==> src/rtl/mic1_mem_pkg.sv <==
// -----------------------------------------------------------------------------
// mic1_mem_pkg
// Shared types and constants for the mic1 main-memory arbiter.
//   arb_state_t : arbiter FSM states (ARB, LOCK_LD, LOCK_CPU)
//   req_id_t    : requester identity (REQ_LD = serial loader, REQ_CPU = mic1)
//   IO_ADDR_DEFAULT : word address of the memory-mapped IO register
// -----------------------------------------------------------------------------
package mic1_mem_pkg;

    typedef enum logic [1:0] {
        ARB      = 2'd0,
        LOCK_LD  = 2'd1,
        LOCK_CPU = 2'd2
    } arb_state_t;

    typedef enum logic {
        REQ_LD  = 1'b0,
        REQ_CPU = 1'b1
    } req_id_t;

    localparam logic [31:0] IO_ADDR_DEFAULT = 32'hFFFFFFFD;

endpackage

==> src/rtl/rr_arb2.sv <==
// -----------------------------------------------------------------------------
// rr_arb2
// Two-way round-robin grant logic with its priority pointer.
// Ports:
//   clk, resetn            : clock, asynchronous active-low reset
//   ld_req_i, cpu_req_i    : eligible requests (lock masking done by caller)
//   ld_gnt_o, cpu_gnt_o    : one-hot-or-zero combinational grants
// The pointer names the requester that wins the next contested cycle and
// moves to the other requester after every grant, contested or not.
// -----------------------------------------------------------------------------
module rr_arb2
    import mic1_mem_pkg::*;
#(
    parameter logic RR_INIT = 1'b0
) (
    input  logic clk,
    input  logic resetn,
    input  logic ld_req_i,
    input  logic cpu_req_i,
    output logic ld_gnt_o,
    output logic cpu_gnt_o
);

    req_id_t rr_q;
    req_id_t rr_d;

    always_comb begin
        ld_gnt_o  = 1'b0;
        cpu_gnt_o = 1'b0;
        if (ld_req_i && cpu_req_i) begin
            if (rr_q == REQ_LD) ld_gnt_o  = 1'b1;
            else                cpu_gnt_o = 1'b1;
        end else begin
            ld_gnt_o  = ld_req_i;
            cpu_gnt_o = cpu_req_i;
        end
    end

    always_comb begin
        rr_d = rr_q;
        if (ld_gnt_o)       rr_d = REQ_CPU;
        else if (cpu_gnt_o) rr_d = REQ_LD;
    end

    always_ff @(posedge clk or negedge resetn) begin
        if (!resetn) rr_q <= req_id_t'(RR_INIT);
        else         rr_q <= rr_d;
    end

endmodule

==> src/rtl/mem_arbiter.sv <==
// -----------------------------------------------------------------------------
// mem_arbiter
// Arbitrates the serial loader and the mic1 data port onto main memory
// port A (1-cycle read latency) and a single memory-mapped IO register.
// Ports:
//   clk, resetn                         : clock, asynchronous active-low reset
//   ld_*  req/we/lock/addr/wdata -> gnt/rvalid/rdata : loader side
//   cpu_* req/we/lock/addr/wdata -> gnt/rvalid/rdata : mic1 side
//   mem_ren/wen/addr/wdata, mem_rdata   : main memory port
//   io_ren/wen/wdata, io_rdata          : IO register (combinational read)
// Grants are combinational; read data returns one cycle after the grant,
// steered by a registered response tag (owner, is_io).
// -----------------------------------------------------------------------------
module mem_arbiter
    import mic1_mem_pkg::*;
#(
    parameter logic [31:0] IO_ADDR = IO_ADDR_DEFAULT,
    parameter logic        RR_INIT = 1'b0
) (
    input  logic        clk,
    input  logic        resetn,
    input  logic        ld_req,
    input  logic        ld_we,
    input  logic        ld_lock,
    input  logic [31:0] ld_addr,
    input  logic [31:0] ld_wdata,
    output logic        ld_gnt,
    output logic        ld_rvalid,
    output logic [31:0] ld_rdata,
    input  logic        cpu_req,
    input  logic        cpu_we,
    input  logic        cpu_lock,
    input  logic [31:0] cpu_addr,
    input  logic [31:0] cpu_wdata,
    output logic        cpu_gnt,
    output logic        cpu_rvalid,
    output logic [31:0] cpu_rdata,
    output logic        mem_ren,
    output logic        mem_wen,
    output logic [31:0] mem_addr,
    output logic [31:0] mem_wdata,
    input  logic [31:0] mem_rdata,
    output logic        io_ren,
    output logic        io_wen,
    output logic [31:0] io_wdata,
    input  logic [31:0] io_rdata
);

    arb_state_t  state_q;
    logic        ld_elig, cpu_elig, any_gnt;
    logic        win_we, win_io, rd_gnt;
    logic [31:0] win_addr, win_wdata;
    logic [31:0] addr_q, wdata_q;
    logic        rvld_q, is_io_q;
    req_id_t     owner_q;
    logic [31:0] io_q, rsp_data;
    logic [31:0] ld_rdata_q, cpu_rdata_q;

    // A lock held by one side hides the other side from the arbiter; reset
    // hides both so no grant or strobe escapes while resetn is low.
    assign ld_elig  = ld_req  & resetn & (state_q != LOCK_CPU);
    assign cpu_elig = cpu_req & resetn & (state_q != LOCK_LD);

    rr_arb2 #(.RR_INIT(RR_INIT)) u_rr (
        .clk       (clk),
        .resetn    (resetn),
        .ld_req_i  (ld_elig),
        .cpu_req_i (cpu_elig),
        .ld_gnt_o  (ld_gnt),
        .cpu_gnt_o (cpu_gnt)
    );

    assign any_gnt   = ld_gnt | cpu_gnt;
    assign win_addr  = cpu_gnt ? cpu_addr  : ld_addr;
    assign win_wdata = cpu_gnt ? cpu_wdata : ld_wdata;
    assign win_we    = cpu_gnt ? cpu_we    : ld_we;
    assign win_io    = (win_addr == IO_ADDR);
    assign rd_gnt    = any_gnt & ~win_we;

    assign mem_ren = any_gnt & ~win_we & ~win_io;
    assign mem_wen = any_gnt &  win_we & ~win_io;
    assign io_ren  = any_gnt & ~win_we &  win_io;
    assign io_wen  = any_gnt &  win_we &  win_io;

    // Address/data bus follows the winner and otherwise holds the last grant.
    assign mem_addr  = any_gnt ? win_addr  : addr_q;
    assign mem_wdata = any_gnt ? win_wdata : wdata_q;
    assign io_wdata  = mem_wdata;

    // FSM: lock entry on a locked grant, exit on an unlocked grant or req drop.
    always_ff @(posedge clk or negedge resetn) begin
        if (!resetn) begin
            state_q <= ARB;
        end else begin
            case (state_q)
                ARB: begin
                    if (ld_gnt && ld_lock)        state_q <= LOCK_LD;
                    else if (cpu_gnt && cpu_lock) state_q <= LOCK_CPU;
                end
                LOCK_LD: begin
                    if (!ld_req || (ld_gnt && !ld_lock))    state_q <= ARB;
                end
                LOCK_CPU: begin
                    if (!cpu_req || (cpu_gnt && !cpu_lock)) state_q <= ARB;
                end
                default: state_q <= ARB;
            endcase
        end
    end

    // Response tag and bus hold registers, captured at the grant edge.
    always_ff @(posedge clk or negedge resetn) begin
        if (!resetn) begin
            rvld_q  <= 1'b0;
            owner_q <= REQ_LD;
            is_io_q <= 1'b0;
            io_q    <= '0;
            addr_q  <= '0;
            wdata_q <= '0;
        end else begin
            rvld_q <= rd_gnt;
            if (any_gnt) begin
                owner_q <= cpu_gnt ? REQ_CPU : REQ_LD;
                is_io_q <= win_io;
                addr_q  <= win_addr;
                wdata_q <= win_wdata;
            end
            // IO reads are sampled at the grant edge, since io_rdata may move.
            if (rd_gnt && win_io) io_q <= io_rdata;
        end
    end

    assign rsp_data   = is_io_q ? io_q : mem_rdata;
    assign ld_rvalid  = rvld_q & (owner_q == REQ_LD);
    assign cpu_rvalid = rvld_q & (owner_q == REQ_CPU);

    // mem_rdata is only valid in the response cycle, so rdata is passed
    // through then and replayed from a holding register afterwards.
    assign ld_rdata  = ld_rvalid  ? rsp_data : ld_rdata_q;
    assign cpu_rdata = cpu_rvalid ? rsp_data : cpu_rdata_q;

    always_ff @(posedge clk or negedge resetn) begin
        if (!resetn) begin
            ld_rdata_q  <= '0;
            cpu_rdata_q <= '0;
        end else begin
            ld_rdata_q  <= ld_rdata;
            cpu_rdata_q <= cpu_rdata;
        end
    end

endmodule
==> config.mk <==
export PLATFORM = sky130hd
export DESIGN_NAME = mem_arbiter
export DESIGN_NICKNAME = d
export VERILOG_FILES = /design/src/rtl/mic1_mem_pkg.sv /design/src/rtl/rr_arb2.sv /design/src/rtl/mem_arbiter.sv
export SDC_FILE = /design/constraint.sdc
export NUM_CORES = 1
export LEC_CHECK = 0
export ABC_AREA = 1
export BUFFER_PORTS_ARGS = -buffer_cell sky130_fd_sc_hd__buf_2
export CORE_AREA = 2 2 143 145
export CTS_CLUSTER_SIZE = 25
export DETAILED_ROUTE_END_ITERATION = 10
export DIE_AREA = 0 0 145 147
export PLACE_DENSITY = 0.79
export SYNTH_ARGS = -nofsm -noshare
export SYNTH_HDL_FRONTEND = slang
export SYNTH_HIERARCHICAL = 1
export SYNTH_SLANG_ARGS = --single-unit
==> constraint.sdc <==
create_clock -name clk -period 2.9 [get_ports clk]
set_input_delay 0.145 -clock clk [delete_from_list [all_inputs] [get_ports clk]]
set_output_delay 0.145 -clock clk [all_outputs]
set_load 0.1 [all_outputs]
==> metrics.yaml, run 1 <==
route.final.wire_length_mm: 31.0
nNetsFinal: 1503
syn_to_final_growth_pct: 87.8
antenna_found_initial: 2
globalRouteMet2Util_pct: 47.1
start_kind: "flop"
synth_top_area_cell: "dfrtp_1"
fillCellCount: 1254
cp.buffers_inverters: 4
clock_tree.buffer_depth: 2
design.core.area_mm2: 0.0198
violations: "setup timing"
dr_total_vias: 8449
max_slew.worst_pin.slew_ns: 1.02
die_area_mm2: 0.0213
gr-usage-met1_pct: 30.7
fp-row-count: 52
cp_peak_stage_delay_ns: 0.40
post-synth-top-area-fraction_pct: 54.4
synth_nets: 1118
tritoncts_num_sinks: 166
final.period_utilization_pct: 102
yosysWarningCount: 6
worstReg2RegStart: "state_q[1]"
layout.cells.most_common: "buf_2"
critical_path.cell_chain: "inv_2 -> nor2_2 -> nor2_2 -> inv_2 -> nand2_8 -> nand2_8 -> inv_6 -> nand2_1 -> nand2_1 -> nand2_1 -> nor2_2 -> nand2_2 -> nor2_4 -> nand2_4 -> nor3_4 -> buf_12"
ff2ff_setup_slack_ns: 0.08
timing.final.ws_setup_ns: -0.0652
global_routing_met3_resource_utilization_pct: 6.40
vias_in_the_first_global_route: 8322
layout_cells_sized_above_1_pct: 51.3
first_pass_grt_wire_length_mm: 44.6
syn_std_cell_area_mm2: 0.00764
drt_iter0_drc: 549
yosys.area_share.adder_pct: 0
hold_start: "cpu_wdata[16]"
grt-busiest-layer: "met2"
hold_slack_ns: 0.0371
firstDrtPassIters: 5
setup.worst_path.start: "state_q[1]"
timing.hold.worst.class: "input port to flop"
worstSetupPathType: "flop to output port"
postSynthCellCount: 918
hold_depth: 3
clk_skew_ns: 0.0173
die_height_um: 147
gp_routability_congestion: 0.872
per_cell_routed_wire_length_um: 19.5
fmaxAchievable_mhz: 337
final-hold-violation-count: 0
yosys.area_share.simple_pct: 29.2
all_layer_global_routing_usage_pct: 26.4
ys_top_cells_by_area: "dfrtp_1 (54%), nand2_1 (16%), a31oi_1 (7.8%)"
whs_endpoint: "wdata_q[16]"
synth-seq-cells: 166
cp_delay_by_family_top: "simple AND/OR/NAND/NOR gates"
cpMaxStageDelayCell: "dfrtp_1"
grt_start_max_net_pins: 82
sequential_area_mm2: 0.00415
cts_root_buffer: "clkbuf_16"
floorplan.initialDensity_pct: 38.5
cts_buffers: 17
clk-insertion-delay-late_ns: 0.42
report.final.setup_viol: 4
fp.dieW_um: 145
h-tree-depth: 4
io_port_bufs: 367
post-route-min-period_ns: 2.97
synthXorXnorAreaFrac_pct: 0
critPathRequiredTime_ns: 2.76
dpl.hpwl_mm: 20.5
cts_tree: "yes"
drc_errors: 0
synth-compound-area-share_pct: 8.45
post_drt_via_cell_ratio: 5.32
critical_path_cell_count: 16
count_of_cells_along_the_worst_register_to_register_path: 19
final_slew_viol_count: 0
dp_slack_ns: 0.202
floorplan.io_pins: 368
yosysSeqAreaShare_pct: 54.4
yosysUniqueCellTypes: 25
worst_ep_arrival_time_ns: 2.82
yosys-mux-area-fraction_pct: 0
category_of_the_worst_setup_path_capture_point: "output port"
overflow: 0
timing.rr.end: "io_q[19]"
path_clk_slew_ns: 0.07
syn-mean-instance-area_um2: 8.32
maxSlewHeadroom_pct: 31.8
critical_path.max_fanout: 7
maxCapViolCount: 0
final_cell_mix: "buf_2 (244), nand2_1 (238), dfrtp_1 (166), buf_12 (130), nor2_1 (99)"
dominant_combinational_cell_family_by_area_after_synthesis: "simple AND/OR/NAND/NOR gates"
multiInputGateArea_mm2: 0.00450
grt_setup_unrepaired: "true"
status: "finished with violations"
ant_nets: 0
## routing by layer
layer / up-vias / wire (µm)
li1: 3809 / -
met1: 4103 / 11000
met2: 428 / 16300
met3: 109 / 2240
met4: 0 / 1460
met5: - / 0
## flip-flops by register name (all words and copies together) (netlist names)
name	count
addr_q	32
state_q	2
is_io_q	1
rvld_q	1
owner_q	1
cpu_rdata_q	32
u_rr/rr_q	1
wdata_q	32
ld_rdata_q	32
io_q	32
## worst min-delay path: stages
cell	delay (ns)
buf_2	0.07
nand2_1	0.07
nand3_4	0.12
## cell type report
cell class | count | area share, %
diodes | 2 | 0.0349
clock buffers | 22 | 3.17
clock inverters | 10 | 0.837
inverters | 14 | 0.558
multi-input cells | 645 | 31.4
flip-flops and latches | 166 | 28.9
well taps | 270 | 2.35
repair buffers | 456 | 32.5
repair inverters | 3 | 0.253
## cell families (layout without fill, tap and decap cells)
kind of cell	after synthesis	in the layout
buffers and inverters	108	505
and+or+nand+nor	541	542
AOI/OAI and AO/OA	103	103
DFF	166	166
other	0	2
## Yosys cell counts, drive strengths merged
cell type and n:
dfrtp 166, and3 1, o211ai 1, o21ai 1, a21boi 1, a31oi 95
nand3 65, clkbuf 31, nor3 1, a31o 1, a211oi 1, clkinv 1
buf 63, a21oi 3, nand2 327, inv 13, nor3b 1, nor2 114
nand4 32
## stage by stage
stage	cell area [µm²]	TNS, ns	std cells	util [%]
floorplan	8880	-7.15	918	-
global placement	12500	0	1485	63.1
detailed placement	12500	0	1485	63.1
CTS	13600	-0.00657	1559	68.5
global route	14400	-2.18	1588	72.3
finish	14400	-0.201	1588	72.3
## worst max path at each step
stage / to
2_1_floorplan: cpu_rdata_q[25]
3_3_place_gp: mem_ren
3_5_place_dp: mem_ren
4_1_cts: io_wen
5_1_grt: io_wen
6_report: io_wen
## what timing repair did
item | CTS | global route
hold endpoints to repair | 50 | 0
gates cloned | 1 | 9
setup endpoints to repair | 5 | 56
buffers inserted | 7 | 19
hold buffers | 34 | 0
gates resized for setup | 16 | 132
pin swaps | 9 | 25
Power of run 1 is left out: the tool's default activity adds up to more than one toggle a clock period on the data nets, which glitch-free logic cannot reach.
==> run 2: changes to the inputs <==
- BUFFER_PORTS_ARGS: -buffer_cell sky130_fd_sc_hd__buf_2 -> default
- CORE_AREA: 2 2 143 145 -> 2 2 142 144
- DIE_AREA: 0 0 145 147 -> 0 0 144 146
- DONT_BUFFER_PORTS: default -> 1
- PLACE_DENSITY: 0.79 -> 0.64
- clock period: 2.9 -> 3.1 ns (I/O delays scaled with it)
==> run 2 against run 1 <==
Net effect:
- the run ends with hold timing left
- global-route usage increased by 0.41 points
- wire length decreased by 6.5%
- sequential cell count unchanged
- largest cell class is now sequential cells
==> metrics.yaml, run 2 (same netlist as run 1, synthesis figures left out) <==
fp-row-count: 51  # was 52
grt_start_max_net_pins: 169  # was 82
h-tree-depth: 4  # unchanged
path_clk_slew_ns: 0.07  # about the same
die_height_um: 146  # was 147 µm
worstSetupPathType: "flop to output port"  # unchanged
floorplan.io_pins: 368  # unchanged
final-hold-violation-count: 166  # was 0
maxSlewHeadroom_pct: 60.4  # was 31.8%
first_pass_grt_wire_length_mm: 43.7  # was 44.6 mm
post-route-min-period_ns: 3.01
layout_cells_sized_above_1_pct: 29.7  # was 51.3%
clk-insertion-delay-late_ns: 0.42  # about the same
critPathRequiredTime_ns: 2.94  # was 2.76 ns
io_port_bufs: 0  # was 367
maxCapViolCount: 0  # unchanged
gp_routability_congestion: 0.866  # was 0.872
timing.hold.worst.class: "input port to async pin"  # was input port to flop
max_slew.worst_pin.slew_ns: 0.599  # was 1.02 ns
grt_setup_unrepaired: "true"  # unchanged
multiInputGateArea_mm2: 0.00402  # was 0.00450 mm²
final.period_utilization_pct: 97.2
hold_slack_ns: -0.581  # was 0.0371 ns
sequential_area_mm2: 0.00415  # unchanged
drc_errors: 0  # unchanged
fillCellCount: 1360  # was 1,254
report.final.setup_viol: 0  # was 4
dpl.hpwl_mm: 17.7  # was 20.5 mm
syn_to_final_growth_pct: 69.7  # was 87.8%
clk_skew_ns: 0.00749  # was 0.0173 ns
antenna_found_initial: 2  # unchanged
fmaxAchievable_mhz: 332
critical_path.max_fanout: 17  # was 7
timing.rr.end: "addr_q[30]"  # was io_q[19]
clock_tree.buffer_depth: 2  # unchanged
floorplan.initialDensity_pct: 39.5  # was 38.5%
final_cell_mix: "nand2_1 (309), dlygate4sd3_1 (174), dfrtp_1 (166), nor2_1 (107), buf_4 (79)"  # was buf_2 (244), nand2_1 (238), dfrtp_1 (166), buf_12 (130), nor2_1 (99)
cts_root_buffer: "clkbuf_16"  # unchanged
layout.cells.most_common: "nand2_1"  # was buf_2
cts_tree: "yes"  # unchanged
die_area_mm2: 0.0210  # was 0.0213 mm²
setup.worst_path.start: "state_q[0]"  # was state_q[1]
worst_ep_arrival_time_ns: 2.86  # was 2.82 ns
category_of_the_worst_setup_path_capture_point: "output port"  # unchanged
final_slew_viol_count: 0  # unchanged
fp.dieW_um: 144  # was 145 µm
drt_iter0_drc: 398  # was 549
placed_cell_area_mm2: 0.0103  # was 0.0125 mm²
route.final.wire_length_mm: 29.0  # was 31.0 mm
final_area_mm2: 0.0130  # was 0.0144 mm²
worstReg2RegStart: "state_q[0]"  # was state_q[1]
all_layer_global_routing_usage_pct: 26.8  # was 26.4%
dr_total_vias: 7768  # was 8,449
post_drt_via_cell_ratio: 5.32  # about the same
cts_hold_buffers: 174  # was 34
nNetsFinal: 1379  # was 1,503
cts_buffers: 17  # unchanged
firstDrtPassIters: 6  # was 5
tritoncts_num_sinks: 166  # unchanged
per_cell_routed_wire_length_um: 19.9  # was 19.5 µm
design.core.area_mm2: 0.0193  # was 0.0198 mm²
violations: "hold timing"  # was setup timing
vias_in_the_first_global_route: 8077  # was 8,322
count_of_cells_along_the_worst_register_to_register_path: 12  # was 19
status: "finished with violations"  # unchanged
overflow: 0  # unchanged
ff2ff_setup_slack_ns: 0.37  # was 0.08 ns
ant_nets: 0  # unchanged
start_kind: "flop"  # unchanged
[run 2: changes by cell type in the layout (fill, tap and decap cells not counted), moves of 21 or more]
cell           previous run  this run
a31oi_1                  23         0
a31oi_2                  41        64
buf_12                  130        53
buf_2                   244         0
buf_4                    35        79
dlygate4sd3_1            34       174
nand2_1                 238       309
nand2_2                  63        17
nand2_4                  22         1
nand3_2                   1        32
nand3_4                  32         1
[run 2: worst max-delay path, cell delays in order (launching register included)]
cell and delay, ns:
dfrtp_1 0.40, nand2_1 0.09, and3_4 0.21, nand2_1 0.09, nand2_4 0.14, buf_12 0.11
buf_16 0.15, nand2_1 0.14, nand2_1 0.13, nand2_1 0.07, nor2_1 0.12, nand2_1 0.10
nor2_4 0.15, nand2_2 0.10, nor3_4 0.19, buf_12 0.21
[run 2: per-stage QoR]
step | utilization, % | setup WS [ns] | std cells | setup TNS [ns] | hold slack [ns]
CTS | 66.2 | 0.0138 | 1455 | 0 | -0.599
detailed placement | 53.3 | 0.279 | 1242 | 0 | -0.136
floorplan | - | -0.359 | 918 | -7.73 | -0.141
global route | 67.1 | -0.0732 | 1459 | -0.354 | -0.611
global placement | 53.3 | 0.373 | 1242 | 0 | -0.136
finish | 67.1 | 0.0862 | 1459 | 0 | -0.581
[run 2: routing by layer]
layer  up-vias  GRT usage (%)  share of wire [%]
li1       3564              -                  -
met1      3749           30.0                 36
met2       368           45.8                 51
met3        87           7.96                8.1
met4         0           13.7                5.0
met5         -              0                  0
[run 2: cell type report]
class	count	share of cell area, %
inverter	14	0.637
sequential	166	32.0
multi-input combinational	644	31.0
clock buffer	20	3.44
clock inverter	12	1.10
antenna	2	0.0386
tap	265	2.56
timing repair inverter	1	0.0868
timing repair buffer	335	29.1
[run 2: worst max path at each step]
stage | slack (ns) | cells past startpoint | endpoint
finish | 0.09 | 15 | io_wen
global route | -0.07 | 13 | mem_wdata[13]
detailed placement | 0.28 | 15 | mem_wen
CTS | 0.01 | 16 | io_wen
global placement | 0.37 | 14 | mem_ren
floorplan | -0.36 | 5 | cpu_rdata_q[22]
[run 2: timing repair]
action | CTS | global route
endpoints found under the setup margin | 3 | 82
buffers inserted | 5 | 1
gates cloned | 2 | 1
gates resized for setup | 6 | 45
pin swaps | 4 | 3
hold endpoints to repair | 282 | 166
Power of run 2 is left out for the same reason.
